[src/rtl/ctrl_pkg.sv]
// Shared state, opcode and ALUOp definitions for multicycle_controller.
// Defining CTRL_JUMP_EN adds the JUMP state and widens the state code to 4 bits.
package ctrl_pkg;

`ifdef CTRL_JUMP_EN
    localparam int STATE_W = 4;
`else
    localparam int STATE_W = 3;
`endif

    typedef enum logic [STATE_W-1:0] {
        FETCH,
        DECODE,
        EXEC,
        ADDR,
        MEM,
        WB,
        BRANCH,
        ERROR
`ifdef CTRL_JUMP_EN
        , JUMP
`endif
    } state_t;

    localparam logic [6:0] OP_R      = 7'b0110011;
    localparam logic [6:0] OP_I      = 7'b0010011;
    localparam logic [6:0] OP_LOAD   = 7'b0000011;
    localparam logic [6:0] OP_STORE  = 7'b0100011;
    localparam logic [6:0] OP_BRANCH = 7'b1100011;
    localparam logic [6:0] OP_JAL    = 7'b1101111;
    localparam logic [6:0] OP_JALR   = 7'b1100111;

    localparam logic [1:0] ALUOP_MEM = 2'b00;
    localparam logic [1:0] ALUOP_BR  = 2'b01;
    localparam logic [1:0] ALUOP_RI  = 2'b10;

endpackage

[src/rtl/multicycle_controller_if.sv]
// Control bus between multicycle_controller and its datapath/memories.
// state_o width follows the CTRL_JUMP_EN build option via ctrl_pkg.
interface multicycle_controller_if
    import ctrl_pkg::*;
#(
    parameter int OPCODE_W = 7
);
    logic [OPCODE_W-1:0] Opcode;
    logic                imem_ready;
    logic                dmem_ready;
    logic                imem_req;
    logic                ir_write;
    logic                pc_write;
    logic                ALUSrc;
    logic                MemtoReg;
    logic                RegWrite;
    logic                MemRead;
    logic                MemWrite;
    logic                Branch;
    logic [1:0]          ALUOp;
    logic                illegal;
    logic                timeout;
    logic [STATE_W-1:0]  state_o;

    modport master (
        input  Opcode, imem_ready, dmem_ready,
        output imem_req, ir_write, pc_write, ALUSrc, MemtoReg,
        output RegWrite, MemRead, MemWrite, Branch, ALUOp,
        output illegal, timeout, state_o
    );

    modport slave (
        output Opcode, imem_ready, dmem_ready,
        input  imem_req, ir_write, pc_write, ALUSrc, MemtoReg,
        input  RegWrite, MemRead, MemWrite, Branch, ALUOp,
        input  illegal, timeout, state_o
    );
endinterface

[src/rtl/wait_timer.sv]
// Wait-cycle counter for data-memory accesses; expire flags the last
// permitted wait cycle while counting is enabled.
module wait_timer #(
    parameter int LIMIT = 15
) (
    input  logic clk,
    input  logic reset,
    input  logic clear,
    input  logic en,
    output logic expire
);
    localparam int W = $clog2(LIMIT + 1);

    logic [W-1:0] count;

    always_ff @(posedge clk) begin
        if (reset || clear) begin
            count <= '0;
        end else if (en && count != W'(LIMIT)) begin
            count <= count + 1'b1;
        end
    end

    assign expire = en && (count == W'(LIMIT - 1));
endmodule

[src/rtl/multicycle_controller.sv]
// Moore control FSM for a multicycle RISC-V datapath with memory timeouts.
// Build option CTRL_JUMP_EN routes jal/jalr to a JUMP state.
module multicycle_controller
    import ctrl_pkg::*;
#(
    parameter int MEM_TIMEOUT = 15,
    parameter int OPCODE_W    = 7
) (
    input logic                    clk,
    input logic                    reset,
    multicycle_controller_if.master bus
);
    state_t              state;
    state_t              state_n;
    logic [OPCODE_W-1:0] opc;
    logic                illegal_r;
    logic                timeout_r;
    logic                t_clear;
    logic                t_en;
    logic                t_expire;

    logic is_r, is_i, is_ld, is_st, is_br;
    assign is_r  = (opc == OPCODE_W'(OP_R));
    assign is_i  = (opc == OPCODE_W'(OP_I));
    assign is_ld = (opc == OPCODE_W'(OP_LOAD));
    assign is_st = (opc == OPCODE_W'(OP_STORE));
    assign is_br = (opc == OPCODE_W'(OP_BRANCH));
`ifdef CTRL_JUMP_EN
    logic is_jal, is_jalr;
    assign is_jal  = (opc == OPCODE_W'(OP_JAL));
    assign is_jalr = (opc == OPCODE_W'(OP_JALR));
`endif

    wait_timer #(
        .LIMIT (MEM_TIMEOUT)
    ) u_timer (
        .clk    (clk),
        .reset  (reset),
        .clear  (t_clear),
        .en     (t_en),
        .expire (t_expire)
    );

    always_ff @(posedge clk) begin
        if (reset) begin
            state     <= FETCH;
            opc       <= '0;
            illegal_r <= 1'b0;
            timeout_r <= 1'b0;
        end else begin
            state <= state_n;
            if (bus.ir_write) opc <= bus.Opcode;
            if (state == DECODE && state_n == ERROR) illegal_r <= 1'b1;
            if (state == MEM && state_n == ERROR) timeout_r <= 1'b1;
        end
    end

    // Strobes are gated by reset so nothing fires while it is held.
    always_comb begin
        state_n      = state;
        t_clear      = 1'b1;
        t_en         = 1'b0;
        bus.imem_req = 1'b0;
        bus.ir_write = 1'b0;
        bus.pc_write = 1'b0;
        bus.ALUSrc   = 1'b0;
        bus.MemtoReg = 1'b0;
        bus.RegWrite = 1'b0;
        bus.MemRead  = 1'b0;
        bus.MemWrite = 1'b0;
        bus.Branch   = 1'b0;
        bus.ALUOp    = ALUOP_MEM;
        if (!reset) begin
            case (state)
                FETCH: begin
                    bus.imem_req = 1'b1;
                    if (bus.imem_ready) begin
                        bus.ir_write = 1'b1;
                        bus.pc_write = 1'b1;
                        state_n      = DECODE;
                    end
                end
                DECODE: begin
                    unique case (1'b1)
                        is_r, is_i:   state_n = EXEC;
                        is_ld, is_st: state_n = ADDR;
                        is_br:        state_n = BRANCH;
`ifdef CTRL_JUMP_EN
                        is_jal, is_jalr: state_n = JUMP;
`endif
                        default:      state_n = ERROR;
                    endcase
                end
                EXEC: begin
                    bus.ALUOp  = ALUOP_RI;
                    bus.ALUSrc = is_i;
                    state_n    = WB;
                end
                ADDR: begin
                    bus.ALUSrc = 1'b1;
                    bus.ALUOp  = ALUOP_MEM;
                    state_n    = MEM;
                end
                MEM: begin
                    t_clear      = 1'b0;
                    bus.MemRead  = is_ld;
                    bus.MemWrite = is_st;
                    if (bus.dmem_ready) begin
                        state_n = is_ld ? WB : FETCH;
                    end else begin
                        t_en = 1'b1;
                        if (t_expire) state_n = ERROR;
                    end
                end
                WB: begin
                    bus.RegWrite = 1'b1;
                    bus.MemtoReg = is_ld;
                    state_n      = FETCH;
                end
                BRANCH: begin
                    bus.Branch = 1'b1;
                    bus.ALUOp  = ALUOP_BR;
                    state_n    = FETCH;
                end
`ifdef CTRL_JUMP_EN
                JUMP: begin
                    bus.pc_write = 1'b1;
                    bus.RegWrite = 1'b1;
                    bus.ALUSrc   = is_jalr;
                    state_n      = FETCH;
                end
`endif
                ERROR:   state_n = ERROR;
                default: state_n = ERROR;
            endcase
        end
    end

    assign bus.illegal = illegal_r;
    assign bus.timeout = timeout_r;
    assign bus.state_o = state;
endmodule

[src/flat_wrapper.sv]
// flat-port wrapper written by rule: the top's interface ports become plain ports
module multicycle_controller_flat import ctrl_pkg::*;
#(
    parameter int MEM_TIMEOUT = 15,
    parameter int OPCODE_W    = 7
)
  (clk, reset, bus_Opcode, bus_imem_ready, bus_dmem_ready, bus_imem_req, bus_ir_write, bus_pc_write, bus_ALUSrc, bus_MemtoReg, bus_RegWrite, bus_MemRead, bus_MemWrite, bus_Branch, bus_ALUOp, bus_illegal, bus_timeout, bus_state_o);
  multicycle_controller_if #(.OPCODE_W(OPCODE_W)) bus_i ();
  input logic clk;
  input logic reset;
  input wire logic [$bits(bus_i.Opcode)-1:0] bus_Opcode;
  input wire logic [$bits(bus_i.imem_ready)-1:0] bus_imem_ready;
  input wire logic [$bits(bus_i.dmem_ready)-1:0] bus_dmem_ready;
  output wire logic [$bits(bus_i.imem_req)-1:0] bus_imem_req;
  output wire logic [$bits(bus_i.ir_write)-1:0] bus_ir_write;
  output wire logic [$bits(bus_i.pc_write)-1:0] bus_pc_write;
  output wire logic [$bits(bus_i.ALUSrc)-1:0] bus_ALUSrc;
  output wire logic [$bits(bus_i.MemtoReg)-1:0] bus_MemtoReg;
  output wire logic [$bits(bus_i.RegWrite)-1:0] bus_RegWrite;
  output wire logic [$bits(bus_i.MemRead)-1:0] bus_MemRead;
  output wire logic [$bits(bus_i.MemWrite)-1:0] bus_MemWrite;
  output wire logic [$bits(bus_i.Branch)-1:0] bus_Branch;
  output wire logic [$bits(bus_i.ALUOp)-1:0] bus_ALUOp;
  output wire logic [$bits(bus_i.illegal)-1:0] bus_illegal;
  output wire logic [$bits(bus_i.timeout)-1:0] bus_timeout;
  output wire logic [$bits(bus_i.state_o)-1:0] bus_state_o;
  assign bus_i.Opcode = bus_Opcode;
  assign bus_i.imem_ready = bus_imem_ready;
  assign bus_i.dmem_ready = bus_dmem_ready;
  assign bus_imem_req = bus_i.imem_req;
  assign bus_ir_write = bus_i.ir_write;
  assign bus_pc_write = bus_i.pc_write;
  assign bus_ALUSrc = bus_i.ALUSrc;
  assign bus_MemtoReg = bus_i.MemtoReg;
  assign bus_RegWrite = bus_i.RegWrite;
  assign bus_MemRead = bus_i.MemRead;
  assign bus_MemWrite = bus_i.MemWrite;
  assign bus_Branch = bus_i.Branch;
  assign bus_ALUOp = bus_i.ALUOp;
  assign bus_illegal = bus_i.illegal;
  assign bus_timeout = bus_i.timeout;
  assign bus_state_o = bus_i.state_o;
  multicycle_controller #(.MEM_TIMEOUT(MEM_TIMEOUT), .OPCODE_W(OPCODE_W)) u_core (.clk(clk), .reset(reset), .bus(bus_i));
endmodule
[config.mk]
export PLATFORM = sky130hd
export DESIGN_NAME = multicycle_controller_flat
export DESIGN_NICKNAME = d
export VERILOG_FILES = /design/src/rtl/ctrl_pkg.sv /design/src/rtl/multicycle_controller_if.sv /design/src/rtl/wait_timer.sv /design/src/rtl/multicycle_controller.sv /design/src/flat_wrapper.sv
export SDC_FILE = /design/constraint.sdc
export NUM_CORES = 1
export LEC_CHECK = 0
export CORE_MARGIN = 10
export CORE_UTILIZATION = 45
export DETAILED_ROUTE_END_ITERATION = 8
export GPL_TIMING_DRIVEN = 0
export PLACE_DENSITY = 0.73
export REMOVE_ABC_BUFFERS = 1
export SLEW_MARGIN = 0
export SYNTH_ARGS = -nofsm -noshare
export SYNTH_HDL_FRONTEND = slang
export SYNTH_SLANG_ARGS = --single-unit
[constraint.sdc]
create_clock -name clk -period 1.71 [get_ports clk]
set_input_delay 0.171 -clock clk [delete_from_list [all_inputs] [get_ports clk]]
set_output_delay 0.171 -clock clk [all_outputs]
set_load 0.02 [all_outputs]
==> results_tabular.tex, run 1 <==
\begin{tabular}{lr}
\hline
Metric & Value \\
\hline
\multicolumn{2}{l}{\textbf{Timing}} \\
Post-route clock skew & 0.00174 ns \\
Final Max Tran Viols & 0 \\
Final-layout worst hold slack & 0.287 ns \\
Total of endpoints with negative setup slack in the final report & 0 \\
Achievable frequency & 0.612 GHz \\
Number of endpoints with negative hold slack in the final report & 0 \\
Slew at the pin closest to its max-slew limit & 0.487 ns \\
Worst-case setup margin in the final layout & 0.0769 ns \\
Portion of the clock cycle consumed by the worst path in the final layout & 95.5\% \\
Time the worst path needs with I/O delays and setup & 1.63 ns \\
Tightest slew margin relative to the limit & 67.1\% \\
\multicolumn{2}{l}{\textbf{Layout}} \\
Total number of nets in the final design & 150 \\
Cell area after layout & 1220 sq um \\
Antenna diodes & 0 \\
Layout overhead on the synthesized area & 39.2\% \\
Filler Cell Count & 161 \\
Fraction of final layout cells with drive strength greater than 1 & 19.9\% \\
Utilization after layout & 68.6\% \\
\multicolumn{2}{l}{\textbf{Clock tree}} \\
TritonCTS clock tree & done \\
Maximum count of clock buffers along a single path & 2 \\
Clk slew on worst S/H paths & 0.09 ns \\
Root cell of the clock tree & clkbuf\_4 \\
Inserted Clock Buffers & 3 \\
H-tree Lvls & 1 \\
Number of buffers added to fix hold violations after cts & 0 \\
Clock latency on the worst-skew pair & 0.27 ns \\
Clock Sinks & 16 \\
\multicolumn{2}{l}{\textbf{Place}} \\
Quantity of I/O buffers inserted on ports & 26 \\
DP HPWL & 1620 um \\
Placed cell area & 1130 sq um \\
Post-Place Worst Slack & -1.14 ns \\
Placer's final routability congestion estimate & 0.774 \\
\multicolumn{2}{l}{\textbf{Synthesis}} \\
Count of cell types in the netlist & 36 \\
Sequential share of the synthesized area & 36.5\% \\
Cells after synthesis & 109 \\
Synthesized area & 878 sq um \\
Share of async-settable or async-resettable flops after synthesis & 0\% \\
Synth Area per Inst & 8.06 sq um \\
Most instantiated flip-flop cell in the synthesis netlist & dfxtp\_1 \\
Number of synthesized register bits & 16 \\
Count of flip-flops with a built-in enable after synthesis & 0 \\
Syn. warnings & 0 \\
\multicolumn{2}{l}{\textbf{Die}} \\
Area of the die & 4120 sq um \\
Chip height & 64.2 um \\
Core box area & 1780 sq um \\
Count of pins on the block boundary & 27 \\
Width of the chip & 64.2 um \\
Number of placement rows & 15 \\
Effective utilization at floorplan & 49.3\% \\
\multicolumn{2}{l}{\textbf{Pwr}} \\
Pwr per Cell Area & 836 nW/um\^{}2 \\
Maximum VDD drop & 0.477 mV \\
Total power & 1.02 mW \\
Static Leakage & 0.482 nW \\
\multicolumn{2}{l}{\textbf{Critical path}} \\
Buffering stage count on the worst path with inverters included & 1 \\
Peak fanout along the critical path & 5 \\
Startpoint of the lowest-slack register-to-register path & u\_core.bus.state\_o[1]\$\_SDFF\_PP0\_ \\
Sort of element at the end of the critical path & primary output \\
CP startpoint kind & flip-flop \\
Cell depth of the worst flop-to-flop path & 4 \\
Worst R2R End & u\_core.bus.state\_o[0]\$\_SDFF\_PP0\_ \\
Slack of the worst reg-to-reg path & 0.09 ns \\
Master of the slowest instance on the critical path & and4bb\_2 \\
Critical setup path kind & flip-flop to primary output \\
Family with the most delay on the worst path & simple AND/OR/NAND/NOR gates \\
Worst path arrival time & 1.46 ns \\
Cell Chain, Critical Path & and4bb\_2, nand2\_1, nor4\_4, buf\_4 \\
CP peak stage delay & 0.34 ns \\
Data required time of the critical path & 1.54 ns \\
\multicolumn{2}{l}{\textbf{Detailed routing}} \\
Average vias per placed instance & 5.29 \\
Post-detailed-route count of antenna-violating nets & 0 \\
Drt pass-1 iters & 4 \\
Iteration-0 DRC count of the detailed router & 24 \\
Via count of the routed design & 851 \\
Detailed-route DRC error count & 0 \\
Average detailed-routed wire length per instance & 13.6 um \\
Routed WL & 2190 um \\
\multicolumn{2}{l}{\textbf{Worst hold path}} \\
Min-Delay Endpoint & u\_core.bus.state\_o[1]\$\_SDFF\_PP0\_ \\
Worst hold stages & 2 \\
Hold crit path type & primary input to flip-flop \\
Worst hold start & reset \\
\multicolumn{2}{l}{\textbf{Flow run}} \\
Max-capacitance violation count & 0 \\
\multicolumn{2}{l}{\textbf{Run status}} \\
Status & complete, no violations \\
\multicolumn{2}{l}{\textbf{GRT}} \\
Initial antenna violation count & 0 \\
Total congestion overflow & 0 \\
Via count of the first global-routing pass & 832 \\
Total routing resource utilization after global routing & 9.97\% \\
Wire length of the first global-routing pass & 3480 um \\
Largest net degree at the start of global routing & 22 \\
\hline
\end{tabular}
==> cell usage in the layout, fill, tap and decap left out, types with 4 or more instances in the layout <==
master and instances:
inv_1 5, nand2_1 16, clkdlybuf4s50_1 14, buf_2 5, dlygate4sd2_1 5, nand3b_1 5
nor3_1 4, buf_4 5, nand3_1 4, nor2_1 12, dfxtp_1 13
==> cell type report <==
| type | instances | area [sq um] | area share [%] |
|---|---|---|---|
| Sequential cell | 16 | 332 | 27.1 |
| Multi-Input combinational cell | 80 | 544 | 44.5 |
| Timing Repair Buffer | 30 | 251 | 20.6 |
| Clock buffer | 4 | 36.3 | 2.97 |
| Inverter | 6 | 27.5 | 2.25 |
| Tap cell | 25 | 31.3 | 2.56 |
==> registers in the layout, summed over array words and instances (netlist names) <==
signal and flops:
u_core.opc 7, u_core.u_timer.count 4, u_core.bus.state_o 3, u_core.bus.illegal 1, u_core.bus.timeout 1
==> synth_stat cells, types with 2 or more instances <==
master	number	share of area, %
nand2_1	17	7.3
dfxtp_1	16	36
nor2_1	12	5.1
inv_1	5	2.1
nand3b_1	5	4.3
nand3_1	4	2.3
nor3_1	4	2.3
a21oi_1	3	1.7
clkbuf_1	3	1.3
nand2b_1	3	2.1
nor3b_1	3	2.6
a31oi_1	2	1.4
buf_2	2	1.1
buf_4	2	1.7
ha_1	2	2.8
nor4_1	2	1.4
o21ai_0	2	1.1
o31ai_1	2	1.7
xnor2_1	2	2.0
xor2_1	2	2.0
==> where the power goes <==
group          leakage (nW)  switching, mW  internal [mW]
registers             0.133         0.0618          0.414
clock network        0.0210          0.109          0.129
logic                 0.329          0.158          0.151
==> layer usage <==
metal	global-route usage [%]	part of all wire [%]
met4	3.48	0.59
met2	15.2	41
met1	11.7	49
met5	0	0
met3	5.23	9.0
==> per-stage QoR <==
step	instances	TNS [ns]
CTS	157	-0.821
global route	161	-0.0169
global placement	153	-12.24
finish	161	0
detailed placement	153	-12.15
floorplan	102	-4.30
==> worst register-to-register path: cells and delay by family, from the launching register on <==
family             cells  cell delay (ns)
AOI/OAI and AO/OA      2             0.58
and+or+nand+nor        2             0.55
DFF                    1             0.41
==> kinds of logic after synthesis <==
kind of cell	count (synthesis)	synth area share, %
simple gates	57	35.6
compound gates	17	14.4
xor+xnor	4	3.99
buf+inv	13	6.69
flops	16	36.5
fa+ha+maj	2	2.85
==> timing repair <==
action | CTS | global route
setup buffers | 0 | 4
pin swaps | 0 | 3
endpoints found under the setup margin | 22 | 8
gates resized for setup | 34 | 19
==> worst max path at each step <==
stage	from	endpoint	slack, ns	cells after the start
2_1_floorplan	u_core.bus.state_o[0]$_SDFF_PP0_	u_core.opc[5]$_SDFFE_PP0P_	-0.44	5
3_3_place_gp	reset	bus_MemWrite	-1.11	5
3_5_place_dp	reset	bus_MemWrite	-1.14	5
4_1_cts	u_core.bus.state_o[0]$_SDFF_PP0_	bus_ir_write	-0.22	4
5_1_grt	u_core.bus.state_o[1]$_SDFF_PP0_	bus_pc_write	-0.01	4
6_report	u_core.opc[3]$_SDFFE_PP0P_	bus_MemWrite	0.08	4
No activity file was read; power rests on OpenSTA's default activity.
==> run 2, diff against run 1 <==
- CORE_UTILIZATION: 45 -> 47
- CTS_BUF_LIST: not set -> sky130_fd_sc_hd__clkbuf_8
- HOLD_SLACK_MARGIN: not set -> 0.12
- PLACE_DENSITY: 0.73 -> 0.76
==> run 2 against run 1 <==
Maximum frequency fell by 0.11%. Clock skew rose by 0.0019 ns. Design area rose by 2.3%. Global-route usage rose by 2.3 points. Count of clock-buffer cells in the layout fell by 1. First-iteration DRC count rose by 8.3%.
==> results_tabular.tex, run 2 (synthesized netlist as in run 1, its figures left out) <==
\begin{tabular}{lr}
\hline
Metric & Value \\
\hline
\multicolumn{2}{l}{\textbf{GRT}} \\
Total congestion overflow & 0 (unchanged) \\
Largest net degree at the start of global routing & 22 (unchanged) \\
Wire length of the first global-routing pass & 4040 um (was 3480 um) \\
Initial antenna violation count & 0 (unchanged) \\
Via count of the first global-routing pass & 844 (was 832) \\
Total routing resource utilization after global routing & 12.2\% (was 9.97\%) \\
\multicolumn{2}{l}{\textbf{Die}} \\
Chip height & 63.2 um (was 64.2 um) \\
Effective utilization at floorplan & 50.3\% (was 49.3\%) \\
Width of the chip & 63.2 um (was 64.2 um) \\
Area of the die & 4000 sq um (was 4120 sq um) \\
Core box area & 1750 sq um (was 1780 sq um) \\
Number of placement rows & 15 (unchanged) \\
Count of pins on the block boundary & 27 (unchanged) \\
\multicolumn{2}{l}{\textbf{Pwr}} \\
Static Leakage & 0.500 nW (was 0.482 nW) \\
Maximum VDD drop & 0.753 mV (was 0.477 mV) \\
Pwr per Cell Area & 865 nW/um\^{}2 (was 836 nW/um\^{}2) \\
\multicolumn{2}{l}{\textbf{Critical path}} \\
CP peak stage delay & 0.40 ns (was 0.34 ns) \\
Family with the most delay on the worst path & simple AND/OR/NAND/NOR gates (unchanged) \\
Startpoint of the lowest-slack register-to-register path & u\_core.bus.state\_o[2]\$\_SDFF\_PP0\_ (was u\_core.bus.state\_o[1]\$\_SDFF\_PP0\_) \\
Master of the slowest instance on the critical path & dfxtp\_4 (was and4bb\_2) \\
Worst path arrival time & 1.46 ns (about the same) \\
Cell Chain, Critical Path & nor4\_4, nand2\_2, inv\_4, clkdlybuf4s15\_2 (was and4bb\_2, nand2\_1, nor4\_4, buf\_4) \\
Buffering stage count on the worst path with inverters included & 2 (was 1) \\
Critical setup path kind & flip-flop to primary output (unchanged) \\
Sort of element at the end of the critical path & primary output (unchanged) \\
Data required time of the critical path & 1.54 ns (about the same) \\
CP startpoint kind & flip-flop (unchanged) \\
Peak fanout along the critical path & 13 (was 5) \\
First element of the critical path & u\_core.bus.state\_o[1]\$\_SDFF\_PP0\_ (was u\_core.opc[3]\$\_SDFFE\_PP0P\_) \\
\multicolumn{2}{l}{\textbf{Timing}} \\
Post-route clock skew & 0.00360 ns (was 0.00174 ns) \\
Number of endpoints with negative hold slack in the final report & 0 (unchanged) \\
Final Max Tran Viols & 0 (unchanged) \\
Achievable frequency & 0.612 GHz (about the same) \\
Portion of the clock cycle consumed by the worst path in the final layout & 95.6\% (was 95.5\%) \\
Tightest slew margin relative to the limit & 64.6\% (was 67.1\%) \\
Total of endpoints with negative setup slack in the final report & 0 (unchanged) \\
Final-layout worst hold slack & 0.340 ns (was 0.287 ns) \\
Slew at the pin closest to its max-slew limit & 0.524 ns (was 0.487 ns) \\
Setup repair after global routing missed its margin & false \\
Worst-case setup margin in the final layout & 0.0752 ns (was 0.0769 ns) \\
Time the worst path needs with I/O delays and setup & 1.63 ns (about the same) \\
\multicolumn{2}{l}{\textbf{Clock tree}} \\
Clock latency on the worst-skew pair & 0.25 ns (was 0.27 ns) \\
Clk slew on worst S/H paths & 0.06 ns (was 0.09 ns) \\
Clock Sinks & 16 (unchanged) \\
TritonCTS clock tree & done (unchanged) \\
H-tree Lvls & 1 (unchanged) \\
Root cell of the clock tree & clkbuf\_8 (was clkbuf\_4) \\
Maximum count of clock buffers along a single path & 2 (unchanged) \\
Inserted Clock Buffers & 3 (unchanged) \\
\multicolumn{2}{l}{\textbf{Layout}} \\
Flip-flop count of the largest register, all copies and words added & 7 (unchanged) \\
Fraction of final layout cells with drive strength greater than 1 & 21.4\% (was 19.9\%) \\
Top library cells by usage in the layout, fill and taps aside & 16 x nand2\_1, 14 x clkdlybuf4s50\_1, 13 x dfxtp\_1 (unchanged) \\
Total number of nets in the final design & 155 (was 150) \\
Register with the highest flop count & u\_core.opc (unchanged) \\
Final non-filler cell total & 165 (was 161) \\
Layout overhead on the synthesized area & 42.3\% (was 39.2\%) \\
Antenna diodes & 0 (unchanged) \\
Leading cell type in the layout, fill and taps excluded & nand2\_1 (unchanged) \\
\multicolumn{2}{l}{\textbf{Place}} \\
Placer's final routability congestion estimate & 0.772 (was 0.774) \\
Quantity of I/O buffers inserted on ports & 26 (unchanged) \\
Post-Place Worst Slack & -1.09 ns (was -1.14 ns) \\
DP Cell Count & 153 (unchanged) \\
DP HPWL & 1730 um (was 1620 um) \\
\multicolumn{2}{l}{\textbf{Detailed routing}} \\
Via count of the routed design & 860 (was 851) \\
Routed WL & 2410 um (was 2190 um) \\
Average vias per placed instance & 5.21 (was 5.29) \\
Post-detailed-route count of antenna-violating nets & 0 (unchanged) \\
Detailed-route DRC error count & 0 (unchanged) \\
Drt pass-1 iters & 4 (unchanged) \\
Iteration-0 DRC count of the detailed router & 26 (was 24) \\
Average detailed-routed wire length per instance & 14.6 um (was 13.6 um) \\
\multicolumn{2}{l}{\textbf{Flow run}} \\
Max-capacitance violation count & 0 (unchanged) \\
\multicolumn{2}{l}{\textbf{Worst hold path}} \\
Worst hold start & reset (unchanged) \\
Hold crit path type & primary input to flip-flop (unchanged) \\
\multicolumn{2}{l}{\textbf{Run status}} \\
Status & complete, no violations (unchanged) \\
\hline
\end{tabular}
-- run 2: layer usage --
layer	part of all wire, %	vias up	GRT usage (%)
met2	53	18	22.1
met3	4.7	4	4.95
met1	42	389	12.7
met5	0	-	0
li1	-	449	-
met4	1.1	0	3.28
-- run 2: repair_timing --
action / in CTS / in global routing
setup buffers: 2 / 7
setup endpoints to repair: 25 / 7
pin swaps: 0 / 2
gates resized for setup: 40 / 7
hold buffers: 0 / 0
-- run 2: worst paths after layout --
kind | to | slack (ns) | depth (start not counted)
min | u_core.bus.timeout$_SDFFE_PP0P_ | 0.34 | 2
min reg2reg | u_core.bus.illegal$_SDFFE_PP0P_ | 0.48 | 2
max reg2reg | u_core.bus.state_o[0]$_SDFF_PP0_ | 0.13 | 5
max | bus_ir_write | 0.08 | 4
-- run 2: power by group --
group	leakage [nW]	total (mW)	switching, mW	internal [mW]
logic	0.346	0.328	0.164	0.165
registers	0.133	0.474	0.0596	0.414
clock network	0.0216	0.279	0.123	0.156
total	0.500	1.08	0.346	0.735
-- run 2: area by class of cell --
type / instances / area [sq um]
Multi-Input combinational cell: 80 / 528
Fill cell: 144 / 495
Sequential cell: 16 / 332
Timing Repair Buffer: 35 / 293
Clock buffer: 3 / 41.3
Tap cell: 25 / 31.3
Inverter: 6 / 25.0
-- run 2: per-stage QoR --
stage               setup TNS (ns)  util [%]  cell area, sq um  power (mW)
floorplan                    -4.30         -               842       0.630
global placement            -11.69      64.9              1130       0.752
detailed placement          -12.97      64.9              1130       0.759
CTS                        -0.0374      69.0              1200        1.07
global route                     0      71.6              1250        1.14
finish                           0      71.6              1250        1.08
==> run 3, diff against run 2 <==
- CORE_UTILIZATION: 47 -> 45
- CTS_BUF_LIST: sky130_fd_sc_hd__clkbuf_8 -> sky130_fd_sc_hd__clkbuf_16
- PLACE_DENSITY: 0.76 -> 0.73
==> run 3 against run 2 <==
Combinational power down 6%. Via count down 3.0%. Sequential power rose by 1%. Final cell count decreased by 3.6%. Design area is 0.90% higher. Critical path depth unchanged. Largest cell class unchanged.
==> results_tabular.tex, run 3 (synthesized netlist as in run 1, its figures left out) <==
\begin{tabular}{lr}
\hline
Metric & Value \\
\hline
\multicolumn{2}{l}{\textbf{Place}} \\
DP Cell Count & 153 (unchanged) \\
Quantity of I/O buffers inserted on ports & 26 (unchanged) \\
Post-Place Worst Slack & -1.14 ns (was -1.09 ns) \\
DP HPWL & 1620 um (was 1730 um) \\
Placer's final routability congestion estimate & 0.774 (was 0.772) \\
\multicolumn{2}{l}{\textbf{GRT}} \\
Via count of the first global-routing pass & 839 (was 844) \\
GR Util met2 & 15.7\% (was 22.1\%) \\
Total routing resource utilization after global routing & 10.6\% (was 12.2\%) \\
GRT Max-Usage Layer & met2 (unchanged) \\
Largest net degree at the start of global routing & 22 (unchanged) \\
Initial antenna violation count & 0 (unchanged) \\
Total congestion overflow & 0 (unchanged) \\
Global routing usage on met3 & 5.75\% (was 4.95\%) \\
Wire length of the first global-routing pass & 3680 um (was 4040 um) \\
Met1 Track Usage GR & 12.7\% (about the same) \\
\multicolumn{2}{l}{\textbf{Pwr}} \\
Pwr per Cell Area & 978 nW/um\^{}2 (was 865 nW/um\^{}2) \\
Total power & 1.23 mW (was 1.08 mW) \\
Maximum VDD drop & 0.499 mV (was 0.753 mV) \\
Static Leakage & 0.492 nW (was 0.500 nW) \\
\multicolumn{2}{l}{\textbf{Timing}} \\
Total of endpoints with negative setup slack in the final report & 0 (unchanged) \\
Setup\_tns & 0 ns (unchanged) \\
Final-layout worst hold slack & 0.332 ns (was 0.340 ns) \\
Time the worst path needs with I/O delays and setup & 1.62 ns (was 1.63 ns) \\
Setup repair after global routing missed its margin & true (was false) \\
Number of endpoints with negative hold slack in the final report & 0 (unchanged) \\
Post-route clock skew & 0.00176 ns (was 0.00360 ns) \\
Worst-case setup margin in the final layout & 0.0890 ns (was 0.0752 ns) \\
Final Max Tran Viols & 0 (unchanged) \\
Achievable frequency & 0.617 GHz (was 0.612 GHz) \\
Portion of the clock cycle consumed by the worst path in the final layout & 94.8\% (was 95.6\%) \\
Slew at the pin closest to its max-slew limit & 0.478 ns (was 0.524 ns) \\
Tightest slew margin relative to the limit & 67.7\% (was 64.6\%) \\
\multicolumn{2}{l}{\textbf{Clock tree}} \\
H-tree Lvls & 1 (unchanged) \\
Clock latency on the worst-skew pair & 0.24 ns (was 0.25 ns) \\
Number of buffers added to fix hold violations after cts & 0 (unchanged) \\
Maximum count of clock buffers along a single path & 2 (unchanged) \\
Clock Sinks & 16 (unchanged) \\
TritonCTS clock tree & done (unchanged) \\
Clk slew on worst S/H paths & 0.05 ns (was 0.06 ns) \\
Inserted Clock Buffers & 3 (unchanged) \\
Root cell of the clock tree & clkbuf\_16 (was clkbuf\_8) \\
\multicolumn{2}{l}{\textbf{Detailed routing}} \\
Routed WL & 2210 um (was 2410 um) \\
Post-detailed-route count of antenna-violating nets & 0 (unchanged) \\
Iteration-0 DRC count of the detailed router & 30 (was 26) \\
Drt pass-1 iters & 4 (unchanged) \\
Detailed-route DRC error count & 0 (unchanged) \\
Average vias per placed instance & 5.25 (was 5.21) \\
Average detailed-routed wire length per instance & 13.9 um (was 14.6 um) \\
Via count of the routed design & 834 (was 860) \\
\multicolumn{2}{l}{\textbf{Worst hold path}} \\
Worst hold start & reset (unchanged) \\
Min-Delay Endpoint & u\_core.bus.state\_o[1]\$\_SDFF\_PP0\_ (was u\_core.bus.timeout\$\_SDFFE\_PP0P\_) \\
Worst hold stages & 2 (unchanged) \\
Hold crit path type & primary input to flip-flop (unchanged) \\
\multicolumn{2}{l}{\textbf{Die}} \\
Core box area & 1780 sq um (was 1750 sq um) \\
Area of the die & 4120 sq um (was 4000 sq um) \\
Number of placement rows & 15 (unchanged) \\
Chip height & 64.2 um (was 63.2 um) \\
Count of pins on the block boundary & 27 (unchanged) \\
Width of the chip & 64.2 um (was 63.2 um) \\
Effective utilization at floorplan & 49.3\% (was 50.3\%) \\
\multicolumn{2}{l}{\textbf{Critical path}} \\
Data required time of the critical path & 1.54 ns (about the same) \\
Cell Chain, Critical Path & nand2b\_4, or3\_4, nor4\_2, buf\_4 (was nor4\_4, nand2\_2, inv\_4, clkdlybuf4s15\_2) \\
Critical setup path kind & flip-flop to primary output (unchanged) \\
Cell depth of the worst flop-to-flop path & 4 (was 5) \\
Slack of the worst reg-to-reg path & 0.09 ns (was 0.13 ns) \\
Startpoint of the lowest-slack register-to-register path & u\_core.bus.state\_o[1]\$\_SDFF\_PP0\_ (was u\_core.bus.state\_o[2]\$\_SDFF\_PP0\_) \\
Worst R2R End & u\_core.bus.state\_o[0]\$\_SDFF\_PP0\_ (unchanged) \\
Sort of element at the end of the critical path & primary output (unchanged) \\
First element of the critical path & u\_core.bus.state\_o[2]\$\_SDFF\_PP0\_ (was u\_core.bus.state\_o[1]\$\_SDFF\_PP0\_) \\
Peak fanout along the critical path & 10 (was 13) \\
CP peak stage delay & 0.42 ns (was 0.40 ns) \\
Master of the slowest instance on the critical path & dfxtp\_4 (unchanged) \\
CP startpoint kind & flip-flop (unchanged) \\
Worst path arrival time & 1.45 ns (was 1.46 ns) \\
\multicolumn{2}{l}{\textbf{Layout}} \\
Antenna diodes & 0 (unchanged) \\
Register with the highest flop count & u\_core.opc (unchanged) \\
Layout overhead on the synthesized area & 43.6\% (was 42.3\%) \\
Fraction of final layout cells with drive strength greater than 1 & 18.7\% (was 21.4\%) \\
Leading cell type in the layout, fill and taps excluded & nand2\_1 (unchanged) \\
Top library cells by usage in the layout, fill and taps aside & 16 x nand2\_1, 14 x clkdlybuf4s50\_1, 13 x dfxtp\_1 (unchanged) \\
Final non-filler cell total & 159 (was 165) \\
Flip-flop count of the largest register, all copies and words added & 7 (unchanged) \\
Total number of nets in the final design & 148 (was 155) \\
\multicolumn{2}{l}{\textbf{Run status}} \\
Status & complete, no violations (unchanged) \\
\multicolumn{2}{l}{\textbf{Flow run}} \\
Max-capacitance violation count & 0 (unchanged) \\
\hline
\end{tabular}
run 3: cell types whose count changed in the layout (fill, tap and decap cells not counted):
cell,delta
nor2_1,-1
nand2b_4,+1
nand2b_1,-1
buf_4,-5
clkinv_4,+1
clkbuf_8,-3
clkinv_1,+1
clkbuf_16,+3
inv_4,-1
buf_12,+1
nor2_2,+1
clkdlybuf4s15_2,-1
buf_2,-2
run 3: area by class of cell:
type	count	area, sq um
inverter	6	27.5
tap	25	31.3
fill	149	522
clock inverter	1	3.75
multi-input combinational	80	538
clock buffer	3	75.1
sequential	16	332
timing repair buffer	28	254
run 3: layer usage:
layer | vias up | wire, um
met1 | 373 | 1070
met2 | 22 | 933
met3 | 2 | 195
met5 | - | 0
li1 | 437 | -
met4 | 0 | 13
run 3: worst max-delay path by stage:
stage / depth (start not counted) / slack (ns) / to
after global placement: 5 / -1.11 / bus_MemWrite
final: 4 / 0.09 / bus_MemWrite
after CTS: 4 / -0.008 / bus_MemWrite
after floorplan: 5 / -0.44 / u_core.opc[5]$_SDFFE_PP0P_
after detailed placement: 5 / -1.14 / bus_MemWrite
after global routing: 5 / -0.01 / bus_ir_write
run 3: what timing repair did:
item | in CTS | in global routing
gates cloned | 0 | 0
gates resized for setup | 43 | 11
endpoints found under the setup margin | 21 | 7
setup buffers | 0 | 2
pin swaps | 0 | 1
run 3: metrics by stage:
stage	utilization, %	area (sq um)
floorplan	-	842
global placement	63.6	1130
detailed placement	63.6	1130
CTS	68.5	1220
global route	70.7	1260
finish	70.7	1260
run 3: worst max-delay path: cells and delay by family, from the launching register on:
family,cells,cell delay (ns)
AND/OR/NAND/NOR,3,0.60
flip-flops,1,0.42
buffers and inverters,1,0.18
run 3: report_power, final:
group          switching [mW]  internal (mW)  leakage, nW
Sequential             0.0657          0.416        0.133
Clock                   0.134          0.309       0.0385
Combinational           0.152          0.157        0.321
Total                   0.352          0.882        0.492
